===== src/rtl/counter_pkg.sv =====
// Shared definitions for the modulo-N up/down counter.
// Holds the direction encodings and the check used to reject an
// illegal WIDTH/MODULUS combination at elaboration.
package counter_pkg;

    localparam logic DIR_UP   = 1'b1;
    localparam logic DIR_DOWN = 1'b0;

    // A count sequence needs at least two states and must fit in the register.
    function automatic bit modulus_is_legal(input int width, input longint modulus);
        if (width < 1 || width > 31) begin
            return 1'b0;
        end
        return (modulus >= 2) && (modulus <= (longint'(1) << width));
    endfunction

endpackage


===== src/rtl/counter_next_state.sv =====
// Combinational next-count logic for the modulo-N up/down counter.
// Priority is load, then enable, then hold. Out-of-range load values are
// clamped to MODULUS-1 so the count never leaves 0..MODULUS-1.
// Build option: define COUNTER_SATURATE_EN to stop at the ends of the
// range instead of wrapping.
module counter_next_state
    import counter_pkg::*;
#(
    parameter int WIDTH   = 4,
    parameter int MODULUS = 10
) (
    input  logic [WIDTH-1:0] signal_q,
    input  logic             load,
    input  logic             enable,
    input  logic             up_down,
    input  logic [WIDTH-1:0] data_in,
    output logic [WIDTH-1:0] next_count
);

    // MODULUS may equal 2**WIDTH, so compare against it one bit wider.
    localparam logic [WIDTH:0]   MOD_EXT = (WIDTH + 1)'(MODULUS);
    localparam logic [WIDTH-1:0] MAX_VAL = WIDTH'(MODULUS - 1);

`ifdef COUNTER_SATURATE_EN
    localparam logic [WIDTH-1:0] AFTER_TOP    = MAX_VAL;
    localparam logic [WIDTH-1:0] AFTER_BOTTOM = '0;
`else
    localparam logic [WIDTH-1:0] AFTER_TOP    = '0;
    localparam logic [WIDTH-1:0] AFTER_BOTTOM = MAX_VAL;
`endif

    logic [WIDTH-1:0] load_value;

    assign load_value = ({1'b0, data_in} < MOD_EXT) ? data_in : MAX_VAL;

    // Select load, step up, step down or hold for the coming edge.
    always_comb begin
        next_count = signal_q;
        if (load) begin
            next_count = load_value;
        end else if (enable) begin
            if (up_down == DIR_UP) begin
                if (signal_q == MAX_VAL) begin
                    next_count = AFTER_TOP;
                end else begin
                    next_count = signal_q + WIDTH'(1);
                end
            end else begin
                if (signal_q == '0) begin
                    next_count = AFTER_BOTTOM;
                end else begin
                    next_count = signal_q - WIDTH'(1);
                end
            end
        end
    end

endmodule


===== src/rtl/counter_modulo_n_updown.sv =====
// Modulo-N up/down counter with synchronous parallel load, complemented
// output and a combinational cascade terminal count.
// Build option: COUNTER_SATURATE_EN (saturate instead of wrap; terminal
// count behaviour is the same either way).
module counter_modulo_n_updown
    import counter_pkg::*;
#(
    parameter int WIDTH   = 4,
    parameter int MODULUS = 10
) (
    input  logic             clockpulse,
    input  logic             clear_,
    input  logic             enable,
    input  logic             up_down,
    input  logic             load,
    input  logic [WIDTH-1:0] data_in,
    output logic [WIDTH-1:0] signal_q,
    output logic [WIDTH-1:0] signal_q_,
    output logic             terminal_count
);

    localparam logic [WIDTH-1:0] MAX_VAL = WIDTH'(MODULUS - 1);

    if (!modulus_is_legal(WIDTH, longint'(MODULUS))) begin : g_bad_modulus
        $fatal(1, "counter_modulo_n_updown: MODULUS must be in 2..2**WIDTH");
    end

    logic [WIDTH-1:0] count_reg;
    logic [WIDTH-1:0] count_next;

    counter_next_state #(
        .WIDTH   (WIDTH),
        .MODULUS (MODULUS)
    ) u_next_state (
        .signal_q   (count_reg),
        .load       (load),
        .enable     (enable),
        .up_down    (up_down),
        .data_in    (data_in),
        .next_count (count_next)
    );

    // Count register; clear_ forces zero immediately and discards any pending update.
    always_ff @(posedge clockpulse or negedge clear_) begin
        if (!clear_) begin
            count_reg <= '0;
        end else begin
            count_reg <= count_next;
        end
    end

    assign signal_q  = count_reg;
    assign signal_q_ = ~count_reg;

    // Carry when about to step past the top, borrow when about to step below zero.
    assign terminal_count = enable & ~load &
                            (((up_down == DIR_UP)   & (count_reg == MAX_VAL)) |
                             ((up_down == DIR_DOWN) & (count_reg == '0)));

endmodule


===== config.mk =====
export PLATFORM = sky130hd
export DESIGN_NAME = counter_modulo_n_updown
export DESIGN_NICKNAME = d
export VERILOG_FILES = /design/src/rtl/counter_pkg.sv /design/src/rtl/counter_next_state.sv /design/src/rtl/counter_modulo_n_updown.sv
export SDC_FILE = /design/constraint.sdc
export NUM_CORES = 1
export LEC_CHECK = 0
export BUFFER_PORTS_ARGS = -buffer_cell sky130_fd_sc_hd__buf_2
export CORE_AREA = 2 2 39 41
export CTS_CLUSTER_DIAMETER = 100
export DETAILED_ROUTE_END_ITERATION = 12
export DIE_AREA = 0 0 41 43
export PLACE_DENSITY = 0.65
export SKIP_LAST_GASP = 1
export SLEW_MARGIN = 25
export SYNTH_ARGS = -nofsm -noshare
export SYNTH_HDL_FRONTEND = slang
export SYNTH_HIERARCHICAL = 1
export SYNTH_SLANG_ARGS = --single-unit
export TNS_END_PERCENT = 5

===== constraint.sdc =====
create_clock -name clockpulse -period 4.4 [get_ports clockpulse]
set_clock_uncertainty 0.15 [all_clocks]
set_input_delay 1.1 -clock clockpulse [delete_from_list [all_inputs] [get_ports clockpulse]]
set_output_delay 1.1 -clock clockpulse [all_outputs]
set_load 0.005 [all_outputs]

==> qor.yml <==
outcome: "finished clean"
grt_max_degree: 13
post_cts_resized: 0
crit_required_ps: 3150
setup_viol: 0
die_height_um: 43
hold_class: "in -> async"
power.density_nw_per_um2: 295
vias_per_cell: 5.09
synth_area_um2: 389
first_global_vias: 365
period_needed_ps: 3230
rows: 14
rsz0062_at_grt: "no"
reg2reg_from: "signal_q[0]$_DFF_PN0_"
fin_tns_setup_ps: 0
yosys_warnings: 6
initial_core_util: 0.281
vdd_ir_drop_max_mv: 0.100
core_um2: 1380
routabilityCongestion: 0.731
slew_headroom: 0.724
worst_slew_pin_slew_ps: 414
post_cts.repair.setup_buffers: 0
hpwl_um: 734
syn_area_per_cell_um2: 8.46
tritoncts: "built"
leakagePower_nw: 0.230
clk_latency_ps: 240
clockBufferDepth: 2
first_pass_iters: 4
grt_pass1_wl_mm: 1.46
drv_cap: 0
diodes: 0
syn2layout_area_growth_pct: 28.9
wirelength_mm: 1.02
hold_slack_ps: 507
antenna_found_initial: 0
track_usage: 0.127
post_drt_wl_per_cell_um: 12.8
cts_buffers: 3
fmax_mhz: 310
vias: 407
die_area_um2: 1760
clockRootBuffer: "clkbuf_4"
maxSlewViolCount: 0
synthCells: 46
detail-route-antenna-nets: 0
die_x_um: 41
synthesis.nets: 55
synth.yosys.seq_area_share: 0.257
clock_sinks: 4
worst_slack_ps: 1170
cp.arrival_ps: 1980
cts.clk_slew.worst_paths_ps: 40
drc_errors: 0
synth.distinct_cells: 27
cp-end-kind: "output pin"
fin_crit_sh: 0.734
yosys_register_bits: 4
ff2ff_setup_slack_ps: 2710
worst-r2r-cell-count: 3
io_pins: 18
cts_hold_buf: 0
largest_reg_flops: 4
start_kind: "input port"
hold_violations: 0
crit_fanout: 11
dp_slack_ps: 1170
r2r_end: "signal_q[2]$_DFF_PN0_"
htreeDepth: 1
final_nets: 75
drt-initial-drc-count: 12
grt-ovfl-total: 0
portBuffers: 17
drive_gt1_frac: 0.359
worst-setup-path-type: "in -> out"
## worst max-delay path, stage by stage
cell     delay, ps
buf_2          160
or4b_1         490
a21oi_2        110
buf_2          110
## cell type report
cell class / instances / area [µm²]
Clock buffer: 3 / 22.5
Fill cell: 162 / 882
Inverter: 9 / 33.8
Multi-Input combinational cell: 31 / 240
Sequential cell: 4 / 100
Tap cell: 16 / 20.0
Timing Repair Buffer: 17 / 85.1
## cells in the mapped netlist
cell type | n | share of area
and3_1 | 1 | 0.016
o21ai_0 | 5 | 0.064
nor4_1 | 1 | 0.016
o21a_1 | 2 | 0.039
o211ai_1 | 1 | 0.019
a2111oi_4 | 1 | 0.071
or3_4 | 1 | 0.029
nor2_1 | 1 | 0.0096
a211oi_1 | 1 | 0.019
a21boi_0 | 1 | 0.019
dfrtp_1 | 4 | 0.26
xnor2_1 | 2 | 0.045
o31a_1 | 1 | 0.023
nor2b_1 | 1 | 0.016
or3_1 | 1 | 0.016
nor3_1 | 1 | 0.013
buf_6 | 1 | 0.029
xor2_1 | 1 | 0.023
clkbuf_1 | 1 | 0.0096
a21oi_2 | 1 | 0.023
and2_1 | 1 | 0.016
a311oi_1 | 2 | 0.045
a2111oi_0 | 1 | 0.023
nor4b_1 | 1 | 0.023
nand3_1 | 2 | 0.026
inv_1 | 9 | 0.087
or4b_1 | 1 | 0.026
## kinds of logic (layout without fill, tap and decap cells)
family          count (synthesis)  count (layout)  synth area share
buf+inv                        11              29             0.125
compound gates                 16              16             0.344
simple gates                   12              12             0.206
flops                           4               4             0.257
xor+xnor                        3               3            0.0675
## how the worst max path moves through the flow
stage | start | to | slack, ps | cells past startpoint
3_3_place_gp | load | terminal_count | 1190 | 4
6_report | load | terminal_count | 1170 | 4
2_1_floorplan | load | terminal_count | 1450 | 2
3_5_place_dp | load | terminal_count | 1170 | 4
5_1_grt | load | terminal_count | 1110 | 4
4_1_cts | load | terminal_count | 1170 | 4
## placed cells by master, fill, tap and decap left out
cell / count
clkbuf_4: 3
a211oi_1: 1
and2_1: 1
nor4b_1: 1
dfrtp_1: 4
a2111oi_4: 1
or3_1: 1
nor3_1: 1
nor4_1: 1
or4b_1: 1
nor2_1: 1
and3_1: 1
a21boi_0: 1
o21a_1: 2
a311oi_1: 2
a2111oi_0: 1
inv_1: 9
a21oi_2: 1
xnor2_1: 2
xor2_1: 1
o21ai_0: 5
buf_2: 17
o211ai_1: 1
nand3_1: 2
o31a_1: 1
nor2b_1: 1
or3_4: 1
## power by group
group,switching [mW],internal (mW)
registers,0.0130,0.0414
logic,0.0222,0.0232
clock network,0.0173,0.0307
total,0.0524,0.0954
## per-layer routing
metal,track usage,routed length (µm),vias up,share of wire
met5,0,0,-,0
met2,0.188,486,21,0.48
met4,0.147,12,0,0.012
met3,0.0209,82,2,0.080
li1,-,-,205,-
met1,0.129,441,179,0.43
## stage by stage
stage / area [µm²] / total power, mW / instances / util
2_1_floorplan: 389 / 0.0811 / 46 / -
5_1_grt: 502 / 0.160 / 80 / 0.363
4_1_cts: 502 / 0.151 / 80 / 0.363
3_5_place_dp: 479 / 0.0997 / 77 / 0.346
6_report: 502 / 0.148 / 80 / 0.363
3_3_place_gp: 479 / 0.0989 / 77 / 0.346
No activity file was read; power rests on OpenSTA's default activity.
